### src/rtl/uart_report_pkg.sv
// Shared constants, state encoding and helpers for the UART report multiplexer.
package uart_report_pkg;

    localparam logic [7:0] CHAR_EQ   = 8'h3D;
    localparam logic [7:0] CHAR_DASH = 8'h2D;
    localparam logic [7:0] CHAR_CR   = 8'h0D;
    localparam logic [7:0] CHAR_LF   = 8'h0A;
    localparam logic [7:0] CHAR_ZERO = 8'h30;

    typedef enum logic [3:0] {
        ST_IDLE  = 4'd0,
        ST_LOOP  = 4'd1,
        ST_LSEND = 4'd2,
        ST_CONV  = 4'd3,
        ST_TAG   = 4'd4,
        ST_EQ    = 4'd5,
        ST_DIGIT = 4'd6,
        ST_CR    = 4'd7,
        ST_LF    = 4'd8
    } rptState_t;

    function automatic logic [7:0] asciiDigit(input logic [3:0] nib);
        return CHAR_ZERO | {4'd0, nib};
    endfunction

endpackage

### src/rtl/uart_report_if.sv
// Push-side link between the report multiplexer and the UART TX FIFO.
interface uart_report_if;

    logic [7:0] oTxData;
    logic       oTxPushValid;
    logic       iTxFifoFull;

    modport master (
        output oTxData,
        output oTxPushValid,
        input  iTxFifoFull
    );

    modport slave (
        input  oTxData,
        input  oTxPushValid,
        output iTxFifoFull
    );

endinterface

### src/rtl/report_bin2bcd.sv
// Sequential double-dabble: one input bit per cycle, done pulses once all VAL_W bits are shifted.
module report_bin2bcd #(
    parameter int VAL_W  = 16,
    parameter int DIGITS = 5
) (
    input  logic                  iClk,
    input  logic                  iRst,
    input  logic                  iStart,
    input  logic [VAL_W-1:0]      iBin,
    output logic                  oDone,
    output logic [DIGITS*4-1:0]   oBcd
);

    localparam int CNT_W = $clog2(VAL_W + 1);

    logic [VAL_W-1:0]    shiftR;
    logic [DIGITS*4-1:0] bcdR;
    logic [CNT_W-1:0]    cntR;
    logic                busyR;
    logic                doneR;

    function automatic logic [DIGITS*4-1:0] addThree(input logic [DIGITS*4-1:0] b);
        logic [DIGITS*4-1:0] r;
        r = b;
        for (int d = 0; d < DIGITS; d++) begin
            r[d*4 +: 4] = (b[d*4 +: 4] >= 4'd5) ? (b[d*4 +: 4] + 4'd3) : b[d*4 +: 4];
        end
        return r;
    endfunction

    // Load on start, then adjust-and-shift for exactly VAL_W cycles
    always_ff @(posedge iClk) begin
        if (iRst) begin
            shiftR <= '0;
            bcdR   <= '0;
            cntR   <= '0;
            busyR  <= 1'b0;
            doneR  <= 1'b0;
        end else if (iStart) begin
            shiftR <= iBin;
            bcdR   <= '0;
            cntR   <= CNT_W'(VAL_W);
            busyR  <= 1'b1;
            doneR  <= 1'b0;
        end else if (busyR) begin
            {bcdR, shiftR} <= {addThree(bcdR), shiftR} << 1;
            cntR           <= cntR - CNT_W'(1);
            busyR          <= (cntR != CNT_W'(1));
            doneR          <= (cntR == CNT_W'(1));
        end else begin
            doneR <= 1'b0;
        end
    end

    assign oDone = doneR;
    assign oBcd  = bcdR;

endmodule

### src/rtl/uart_report_mux.sv
// Renders per-channel "TAG=<decimal>\r\n" report lines and interleaves loopback bytes
// into the UART TX FIFO, round-robin across channels, with full-flag backpressure.
module uart_report_mux
    import uart_report_pkg::*;
#(
    parameter int NUM_CH     = 4,
    parameter int VAL_W      = 16,
    parameter int DIGITS     = 5,
    parameter int TAG_LEN    = 4,
    parameter logic [NUM_CH*TAG_LEN*8-1:0] TAGS = "HUMITEMPDISTWTCH",
    parameter int LOOP_DEPTH = 4
) (
    input  logic                      iClk,
    input  logic                      iRst,
    uart_report_if.master             tx,
    input  logic [7:0]                iLoopData,
    input  logic                      iLoopValid,
    output logic                      oLoopDrop,
    input  logic [NUM_CH-1:0]         iReq,
    input  logic [NUM_CH*VAL_W-1:0]   iValue,
    input  logic [NUM_CH-1:0]         iValueValid,
    output logic [NUM_CH-1:0]         oPending,
    output logic                      oBusy
);

    localparam int CH_W   = (NUM_CH > 1) ? $clog2(NUM_CH) : 1;
    localparam int LP_W   = $clog2(LOOP_DEPTH);
    localparam int IDX_W  = $clog2(((TAG_LEN > DIGITS) ? TAG_LEN : DIGITS) + 1);

    rptState_t             stateR;
    logic [7:0]            txDataR;
    logic [NUM_CH-1:0]     pendingR;
    logic [CH_W-1:0]       rrPtrR;
    logic [CH_W-1:0]       chanR;
    logic                  lastWasLoopR;
    logic                  invalidR;
    logic [IDX_W-1:0]      byteIdxR;
    logic [IDX_W-1:0]      firstDigitR;

    logic [7:0]            loopMem [LOOP_DEPTH];
    logic [LP_W-1:0]       loopWrR;
    logic [LP_W-1:0]       loopRdR;
    logic [LP_W:0]         loopCntR;
    logic                  loopDropR;

    logic                  loopEmptyS;
    logic                  loopFullS;
    logic                  loopWrS;
    logic                  loopPopS;
    logic                  anyPendS;
    logic                  goLoopS;
    logic                  grantS;
    logic [CH_W:0]         pickS;
    logic [CH_W-1:0]       grantChS;
    logic [NUM_CH-1:0]     grantMaskS;
    logic [NUM_CH-1:0]     pendingNextS;
    logic [VAL_W-1:0]      binSelS;
    logic                  validSelS;
    logic                  startS;
    logic                  sendS;
    logic                  pushS;
    logic                  bcdDoneS;
    logic [DIGITS*4-1:0]   bcdS;

    // {found, channel}: first pending channel after ptr, wrapping
    function automatic logic [CH_W:0] rrPick(input logic [NUM_CH-1:0] pend, input logic [CH_W-1:0] ptr);
        logic [CH_W:0]   r;
        logic [CH_W-1:0] c;
        r = '0;
        for (int i = NUM_CH; i >= 1; i--) begin
            c = CH_W'((int'(ptr) + i) % NUM_CH);
            r = pend[c] ? {1'b1, c} : r;
        end
        return r;
    endfunction

    // Tag characters are stored first-channel-first from the MSB end of TAGS
    function automatic logic [7:0] tagByte(input logic [CH_W-1:0] ch, input logic [IDX_W-1:0] idx);
        logic [7:0] r;
        r = 8'h00;
        for (int k = 0; k < NUM_CH; k++) begin
            for (int j = 0; j < TAG_LEN; j++) begin
                r = (CH_W'(k) == ch && IDX_W'(j) == idx)
                    ? TAGS[((NUM_CH - 1 - k) * TAG_LEN + (TAG_LEN - 1 - j)) * 8 +: 8] : r;
            end
        end
        return r;
    endfunction

    function automatic logic [7:0] digitByte(input logic [DIGITS*4-1:0] bcd, input logic [IDX_W-1:0] idx);
        logic [7:0] r;
        r = CHAR_ZERO;
        for (int d = 0; d < DIGITS; d++) begin
            r = (IDX_W'(d) == idx) ? asciiDigit(bcd[d*4 +: 4]) : r;
        end
        return r;
    endfunction

    // Highest non-zero nibble; an all-zero value yields index 0 so a single "0" is sent
    function automatic logic [IDX_W-1:0] firstNonZero(input logic [DIGITS*4-1:0] bcd);
        logic [IDX_W-1:0] r;
        r = '0;
        for (int d = 0; d < DIGITS; d++) begin
            r = (bcd[d*4 +: 4] != 4'd0) ? IDX_W'(d) : r;
        end
        return r;
    endfunction

    assign loopEmptyS   = (loopCntR == (LP_W+1)'(0));
    assign loopFullS    = (loopCntR == (LP_W+1)'(LOOP_DEPTH));
    assign loopWrS      = iLoopValid && !loopFullS;
    assign loopPopS     = (stateR == ST_LOOP);

    assign anyPendS     = |pendingR;
    assign goLoopS      = !loopEmptyS && (!anyPendS || !lastWasLoopR);
    assign pickS        = rrPick(pendingR, rrPtrR);
    assign grantChS     = pickS[CH_W-1:0];
    assign grantS       = (stateR == ST_IDLE) && !goLoopS && pickS[CH_W];
    assign grantMaskS   = grantS ? (NUM_CH'(1) << grantChS) : NUM_CH'(0);
    assign pendingNextS = (pendingR & ~grantMaskS) | iReq;

    // Snapshot source for the granted channel
    always_comb begin
        binSelS   = '0;
        validSelS = 1'b0;
        for (int k = 0; k < NUM_CH; k++) begin
            binSelS   = (CH_W'(k) == grantChS) ? iValue[k*VAL_W +: VAL_W] : binSelS;
            validSelS = (CH_W'(k) == grantChS) ? iValueValid[k] : validSelS;
        end
    end

    assign startS = grantS && validSelS;
    assign sendS  = stateR inside {ST_LSEND, ST_TAG, ST_EQ, ST_DIGIT, ST_CR, ST_LF};
    assign pushS  = sendS && !tx.iTxFifoFull && !iRst;

    report_bin2bcd #(
        .VAL_W  (VAL_W),
        .DIGITS (DIGITS)
    ) uBin2Bcd (
        .iClk   (iClk),
        .iRst   (iRst),
        .iStart (startS),
        .iBin   (binSelS),
        .oDone  (bcdDoneS),
        .oBcd   (bcdS)
    );

    // Loopback FIFO storage, pointers and overflow pulse
    always_ff @(posedge iClk) begin
        if (iRst) begin
            loopWrR   <= '0;
            loopRdR   <= '0;
            loopCntR  <= '0;
            loopDropR <= 1'b0;
        end else begin
            if (loopWrS) begin
                loopMem[loopWrR] <= iLoopData;
                loopWrR          <= loopWrR + LP_W'(1);
            end
            if (loopPopS) begin
                loopRdR <= loopRdR + LP_W'(1);
            end
            loopCntR  <= loopCntR + (LP_W+1)'(loopWrS) - (LP_W+1)'(loopPopS);
            loopDropR <= iLoopValid && loopFullS;
        end
    end

    // Line sequencer: arbitration, conversion wait and byte emission
    always_ff @(posedge iClk) begin
        if (iRst) begin
            stateR       <= ST_IDLE;
            txDataR      <= 8'h00;
            pendingR     <= '0;
            rrPtrR       <= CH_W'(NUM_CH - 1);
            chanR        <= '0;
            lastWasLoopR <= 1'b0;
            invalidR     <= 1'b0;
            byteIdxR     <= '0;
            firstDigitR  <= '0;
        end else begin
            pendingR <= pendingNextS;
            case (stateR)
                ST_IDLE: begin
                    if (goLoopS) begin
                        stateR <= ST_LOOP;
                    end else if (grantS) begin
                        rrPtrR       <= grantChS;
                        chanR        <= grantChS;
                        lastWasLoopR <= 1'b0;
                        byteIdxR     <= '0;
                        if (validSelS) begin
                            invalidR <= 1'b0;
                            stateR   <= ST_CONV;
                        end else begin
                            invalidR <= 1'b1;
                            txDataR  <= tagByte(grantChS, IDX_W'(0));
                            stateR   <= ST_TAG;
                        end
                    end
                end
                ST_LOOP: begin
                    txDataR <= loopMem[loopRdR];
                    stateR  <= ST_LSEND;
                end
                ST_LSEND: begin
                    if (pushS) begin
                        lastWasLoopR <= 1'b1;
                        stateR       <= ST_IDLE;
                    end
                end
                ST_CONV: begin
                    if (bcdDoneS) begin
                        firstDigitR <= firstNonZero(bcdS);
                        txDataR     <= tagByte(chanR, IDX_W'(0));
                        byteIdxR    <= '0;
                        stateR      <= ST_TAG;
                    end
                end
                ST_TAG: begin
                    if (pushS) begin
                        if (byteIdxR == IDX_W'(TAG_LEN - 1)) begin
                            txDataR <= CHAR_EQ;
                            stateR  <= ST_EQ;
                        end else begin
                            byteIdxR <= byteIdxR + IDX_W'(1);
                            txDataR  <= tagByte(chanR, byteIdxR + IDX_W'(1));
                        end
                    end
                end
                ST_EQ: begin
                    if (pushS) begin
                        stateR <= ST_DIGIT;
                        if (invalidR) begin
                            byteIdxR <= IDX_W'(1);
                            txDataR  <= CHAR_DASH;
                        end else begin
                            byteIdxR <= firstDigitR;
                            txDataR  <= digitByte(bcdS, firstDigitR);
                        end
                    end
                end
                ST_DIGIT: begin
                    if (pushS) begin
                        if (byteIdxR == IDX_W'(0)) begin
                            txDataR <= CHAR_CR;
                            stateR  <= ST_CR;
                        end else begin
                            byteIdxR <= byteIdxR - IDX_W'(1);
                            txDataR  <= invalidR ? CHAR_DASH : digitByte(bcdS, byteIdxR - IDX_W'(1));
                        end
                    end
                end
                ST_CR: begin
                    if (pushS) begin
                        txDataR <= CHAR_LF;
                        stateR  <= ST_LF;
                    end
                end
                ST_LF: begin
                    if (pushS) begin
                        stateR <= ST_IDLE;
                    end
                end
                default: begin
                    stateR <= ST_IDLE;
                end
            endcase
        end
    end

    assign tx.oTxData      = txDataR;
    assign tx.oTxPushValid = pushS;
    assign oLoopDrop       = loopDropR;
    assign oPending        = pendingR;
    assign oBusy           = (stateR != ST_IDLE);

endmodule

### src/flat_wrapper.sv
// flat-port wrapper written by rule: the top's interface ports become plain ports
module uart_report_mux_flat import uart_report_pkg::*;
#(
    parameter int NUM_CH     = 4,
    parameter int VAL_W      = 16,
    parameter int DIGITS     = 5,
    parameter int TAG_LEN    = 4,
    parameter logic [NUM_CH*TAG_LEN*8-1:0] TAGS = "                ",
    parameter int LOOP_DEPTH = 4
)
  (iClk, iRst, iLoopData, iLoopValid, oLoopDrop, iReq, iValue, iValueValid, oPending, oBusy, tx_oTxData, tx_oTxPushValid, tx_iTxFifoFull);
  uart_report_if tx_i ();
  input  logic iClk;
  input  logic iRst;
  input  logic [7:0] iLoopData;
  input  logic iLoopValid;
  output logic oLoopDrop;
  input  logic [NUM_CH-1:0] iReq;
  input  logic [NUM_CH*VAL_W-1:0] iValue;
  input  logic [NUM_CH-1:0] iValueValid;
  output logic [NUM_CH-1:0] oPending;
  output logic oBusy;
  output wire logic [$bits(tx_i.oTxData)-1:0] tx_oTxData;
  output wire logic [$bits(tx_i.oTxPushValid)-1:0] tx_oTxPushValid;
  input wire logic [$bits(tx_i.iTxFifoFull)-1:0] tx_iTxFifoFull;
  assign tx_oTxData = tx_i.oTxData;
  assign tx_oTxPushValid = tx_i.oTxPushValid;
  assign tx_i.iTxFifoFull = tx_iTxFifoFull;
  uart_report_mux #(.NUM_CH(NUM_CH), .VAL_W(VAL_W), .DIGITS(DIGITS), .TAG_LEN(TAG_LEN), .TAGS(TAGS), .LOOP_DEPTH(LOOP_DEPTH)) u_core (.iClk(iClk), .iRst(iRst), .tx(tx_i), .iLoopData(iLoopData), .iLoopValid(iLoopValid), .oLoopDrop(oLoopDrop), .iReq(iReq), .iValue(iValue), .iValueValid(iValueValid), .oPending(oPending), .oBusy(oBusy));
endmodule
### config.mk
export PLATFORM = sky130hd
export DESIGN_NAME = uart_report_mux_flat
export DESIGN_NICKNAME = d
export VERILOG_FILES = /design/src/rtl/uart_report_pkg.sv /design/src/rtl/uart_report_if.sv /design/src/rtl/report_bin2bcd.sv /design/src/rtl/uart_report_mux.sv /design/src/flat_wrapper.sv
export SDC_FILE = /design/constraint.sdc
export NUM_CORES = 1
export LEC_CHECK = 0
export CAP_MARGIN = 20
export CELL_PAD_IN_SITES_DETAIL_PLACEMENT = 1
export CELL_PAD_IN_SITES_GLOBAL_PLACEMENT = 1
export CORE_ASPECT_RATIO = 0.75
export CORE_MARGIN = 4
export CORE_UTILIZATION = 44
export DETAILED_ROUTE_END_ITERATION = 10
export GPL_TIMING_DRIVEN = 0
export PLACE_DENSITY_LB_ADDON = 0.05
export RECOVER_POWER = 50
export SYNTH_ARGS = -nofsm -noshare
export SYNTH_HDL_FRONTEND = slang
export SYNTH_SLANG_ARGS = --single-unit
export TNS_END_PERCENT = 1
### constraint.sdc
create_clock -name iClk -period 4.57 [get_ports iClk]
set_input_delay 0.6855 -clock iClk [delete_from_list [all_inputs] [get_ports iClk]]
set_output_delay 0.6855 -clock iClk [all_outputs]
set_load 0.005 [all_outputs]
==> tab_implementation.tex <==
\begin{tabular}{lr}
\hline
Metric & Value \\
\hline
\multicolumn{2}{l}{\textbf{Status}} \\
\quad Run status & finished, violations left \\
\quad Failing checks & max-capacitance violations, max-slew violations \\
\multicolumn{2}{l}{\textbf{Worst setup path}} \\
\quad Category of the worst setup path capture point & flop \\
\quad Worst EP required & 4790 ps \\
\quad Startpoint class of the critical path & flop \\
\quad Worst endpoint data arrival time & 3690 ps \\
\quad Critical path type & flop to flop \\
\quad Max Fanout on Critical Path & 10 \\
\multicolumn{2}{l}{\textbf{Synthesis}} \\
\quad Most frequent cell after synthesis & sky130\_fd\_sc\_hd\_\_nand2\_1 \\
\quad Largest cells by area after synthesis & sky130\_fd\_sc\_hd\_\_dfxtp\_1 25\%, sky130\_fd\_sc\_hd\_\_edfxtp\_1 15\%, sky130\_fd\_sc\_hd\_\_nand2\_1 7.8\% \\
\quad Fraction of synthesized cell area taken by the top area cell type & 24.8\% \\
\quad Portion of the post-synthesis area used by sequential elements & 39.9\% \\
\quad Post-synthesis instance area & 0.00638 mm\^{}2 \\
\quad Cells after synthesis & 753 \\
\quad Post-synthesis async set-or-reset flop share & 0\% \\
\quad Net count of the mapped netlist & 863 \\
\quad Commonest register cell after synthesis & sky130\_fd\_sc\_hd\_\_dfxtp\_1 \\
\quad Count of state elements after synthesis & 111 \\
\quad Count of flip-flops with a built-in enable after synthesis & 32 \\
\quad Commonest cells post-synth & 132 x sky130\_fd\_sc\_hd\_\_nand2\_1, 79 x sky130\_fd\_sc\_hd\_\_dfxtp\_1, 68 x sky130\_fd\_sc\_hd\_\_nor2\_1 \\
\quad Synthesis warning total & 0 \\
\quad Mean cell area of the mapped netlist & 8.47 um\^{}2 \\
\quad Synth cell types & 62 \\
\quad Synth area leader & sky130\_fd\_sc\_hd\_\_dfxtp\_1 \\
\multicolumn{2}{l}{\textbf{Floorplan}} \\
\quad Die Wd & 147 um \\
\quad Starting density of the core & 45.8\% \\
\quad Die Height & 112 um \\
\quad Total Die Area & 0.0165 mm\^{}2 \\
\quad Core region area & 0.0139 mm\^{}2 \\
\quad IO Pins & 99 \\
\quad Row count & 37 \\
\multicolumn{2}{l}{\textbf{STA}} \\
\quad Count of endpoints failing setup in the final report & 0 \\
\quad Share of the clock period used by the worst path & 76.0\% \\
\quad Transition at the pin with the smallest max-transition slack & 1500 ps \\
\quad Final critical path time including I/O delays and setup & 3470 ps \\
\quad Fin Setup TNS & 0 ps \\
\quad Maximum clock frequency & 0.288 GHz \\
\quad Skew final & 11.8 ps \\
\quad Final max-slew violation count & 1 \\
\quad Relative slew margins & -0.449\% \\
\quad Final Hold Violating Endpoints & 0 \\
\quad Unrepaired setup endpoints after global routing & no \\
\multicolumn{2}{l}{\textbf{Cells and area}} \\
\quad Combined flip-flop and latch cell area & 0.00254 mm\^{}2 \\
\quad Share of final-layout standard cells stronger than drive strength 1 & 5.54\% \\
\quad Multi-input combinational cell area & 0.00348 mm\^{}2 \\
\quad Number of fillers in the final layout & 1668 \\
\quad Final antenna diode count & 0 \\
\quad Layout overhead on the synthesized area & 23.2\% \\
\quad Final net count & 972 \\
\multicolumn{2}{l}{\textbf{CTS}} \\
\quad Number of post-CTS setup repair buffers & 0 \\
\quad Clock sink count & 111 \\
\quad Number of hold buffers added after cts & 0 \\
\quad \# H-tree levels & 3 \\
\quad Clock tree from TritonCTS & done \\
\quad Total of cells resized after clock tree synthesis & 0 \\
\quad Clock-pin slew of the registers on the worst-case setup and hold paths & 70 ps \\
\quad Clock tree root driver cell & sky130\_fd\_sc\_hd\_\_clkbuf\_16 \\
\quad Buffer levels on the longest clock path & 2 \\
\quad Worst-Skew Late Latency & 360 ps \\
\quad Number of buffers created by CTS & 9 \\
\multicolumn{2}{l}{\textbf{GRT}} \\
\quad Antenna violations before repair & 0 \\
\quad Global-route wire length before repair & 32.6 mm \\
\quad Vias in the first global route & 6313 \\
\quad Overflow after GRT & 0 \\
\quad Pin count of the biggest net entering global routing & 18 \\
\quad All-layer global routing usage & 24.4\% \\
\multicolumn{2}{l}{\textbf{Detailed routing}} \\
\quad Detail-routed via count per cell & 5.58 \\
\quad Router iterations before antenna repair & 4 \\
\quad Total Wirelength & 20.0 mm \\
\quad Average wire length per cell after detail routing & 18.8 um \\
\quad Drc violations & 0 \\
\quad Number of vias after detailed routing & 5926 \\
\quad Antenna-violating nets left & 0 \\
\quad Number of DRC violations after detailed-routing iteration 0 & 388 \\
\multicolumn{2}{l}{\textbf{Power and ir drop}} \\
\quad Worst supply voltage drop on vdd & 0.179 mV \\
\quad Leakage dissipation & 2.84 nW \\
\quad Power density of the placed cells & 497 mW/mm\^{}2 \\
\quad Total power consumption of the routed design & 3.90 mW \\
\multicolumn{2}{l}{\textbf{Placement}} \\
\quad HPWL after detailed placement & 15.3 mm \\
\quad PortBufs & 98 \\
\quad Final Wtd Congestion & 0.929 \\
\multicolumn{2}{l}{\textbf{Min path}} \\
\quad Worst min-delay path class & flop to flop \\
\multicolumn{2}{l}{\textbf{Flow run}} \\
\quad Max-cap check violation count & 1 \\
\hline
\end{tabular}
sequential cells by signal (all words and copies together), names as in the netlist, 2 cells and up, named ones only:
signal,count
u_core.tx.oTxData,8
u_core.byteIdxR,3
u_core.uBin2Bcd.cntR,5
u_core.loopCntR,3
u_core.firstDigitR,3
u_core.oPending,4
u_core.stateR,4
u_core.loopMem,32
u_core.loopWrR,2
u_core.rrPtrR,2
u_core.loopRdR,2
u_core.uBin2Bcd.oBcd,20
u_core.uBin2Bcd.shiftR,16
through the flow:
step / hold slack (ps) / area (um^2) / std cells / util, % / setup WS (ps)
2_1_floorplan: 456 / 6380 / 753 / - / 2230
3_3_place_gp: 464 / 7600 / 1046 / 54.5 / 1670
3_5_place_dp: 466 / 7600 / 1046 / 54.5 / 1690
5_1_grt: 516 / 7860 / 1062 / 56.4 / 945
4_1_cts: 482 / 7870 / 1062 / 56.5 / 1280
6_report: 472 / 7860 / 1062 / 56.4 / 1100
critical path, stage by stage, from the launching register on:
cell	delay, ps
sky130_fd_sc_hd__dfxtp_1	400
sky130_fd_sc_hd__clkbuf_1	260
sky130_fd_sc_hd__nor3_1	1220
sky130_fd_sc_hd__ha_1	420
sky130_fd_sc_hd__inv_1	60
sky130_fd_sc_hd__ha_1	130
sky130_fd_sc_hd__inv_1	50
sky130_fd_sc_hd__fa_1	390
sky130_fd_sc_hd__xor2_1	190
sky130_fd_sc_hd__xnor2_1	150
sky130_fd_sc_hd__nor2_1	70
report_power, final:
part	switching, mW	internal (mW)
sequential	0.125	1.20
combinational	1.12	0.727
clock	0.371	0.371
total	1.61	2.29
cell usage in the layout, fill, tap and decap left out, types with 4 or more instances in the layout:
master                            count
sky130_fd_sc_hd__mux4_2              11
sky130_fd_sc_hd__nor4_1               4
sky130_fd_sc_hd__clkbuf_16            9
sky130_fd_sc_hd__nand2_1            132
sky130_fd_sc_hd__a22oi_1              4
sky130_fd_sc_hd__or2_2                4
sky130_fd_sc_hd__a21oi_1             52
sky130_fd_sc_hd__inv_1               30
sky130_fd_sc_hd__a221oi_1             7
sky130_fd_sc_hd__dlygate4sd3_1       22
sky130_fd_sc_hd__nand2b_1            12
sky130_fd_sc_hd__xor2_1               9
sky130_fd_sc_hd__xnor2_1             12
sky130_fd_sc_hd__o21ai_0             56
sky130_fd_sc_hd__dfxtp_1             79
sky130_fd_sc_hd__nand3_1             26
sky130_fd_sc_hd__mux2i_1             13
sky130_fd_sc_hd__a211oi_1            36
sky130_fd_sc_hd__ha_1                25
sky130_fd_sc_hd__clkbuf_1            35
sky130_fd_sc_hd__buf_2                7
sky130_fd_sc_hd__nor3_1              15
sky130_fd_sc_hd__nor2b_1             24
sky130_fd_sc_hd__buf_1                4
sky130_fd_sc_hd__nor2_1              68
sky130_fd_sc_hd__buf_6                5
sky130_fd_sc_hd__edfxtp_1            32
sky130_fd_sc_hd__clkdlybuf4s50_1     76
cell families after synthesis:
| group | after synthesis | synth area share [%] |
|---|---|---|
| simple gates | 312 | 22.9 |
| fa+ha+maj | 26 | 5.22 |
| compound gates | 179 | 17.8 |
| flops | 111 | 39.9 |
| xor+xnor | 21 | 2.88 |
| mux | 24 | 5.93 |
| buf+inv | 80 | 5.44 |
path summary, 6_finish.rpt:
check	start	slack (ps)	endpoint	depth (start not counted)
max	u_core.stateR[3]$_SDFFE_PP0P_	1100	u_core.loopCntR[2]$_SDFF_PP0_	10
min	u_core.tx.oTxData[4]$_SDFFE_PP0P_	470	u_core.tx.oTxData[4]$_SDFFE_PP0P_	2
max reg2reg	u_core.stateR[3]$_SDFFE_PP0P_	1100	u_core.loopCntR[2]$_SDFF_PP0_	10
min reg2reg	u_core.tx.oTxData[4]$_SDFFE_PP0P_	470	u_core.tx.oTxData[4]$_SDFFE_PP0P_	2
metal layers:
layer | GRT usage (%) | vias to the layer above | share of wire [%]
met5 | 0 | - | 0
met4 | 5.59 | 0 | 1.4
met3 | 5.97 | 23 | 7.1
met2 | 38.5 | 209 | 45
met1 | 33.9 | 2838 | 47
li1 | - | 2856 | -
layout make-up:
cell class	count	share of cell area [%]
buffer	49	2.93
clock buffer	11	2.96
inverter	31	1.48
tap	195	3.11
multi-input combinational	562	44.3
timing repair buffer	98	12.5
clock inverter	5	0.430
sequential	111	32.4
Power figures use the tool's default switching activity.
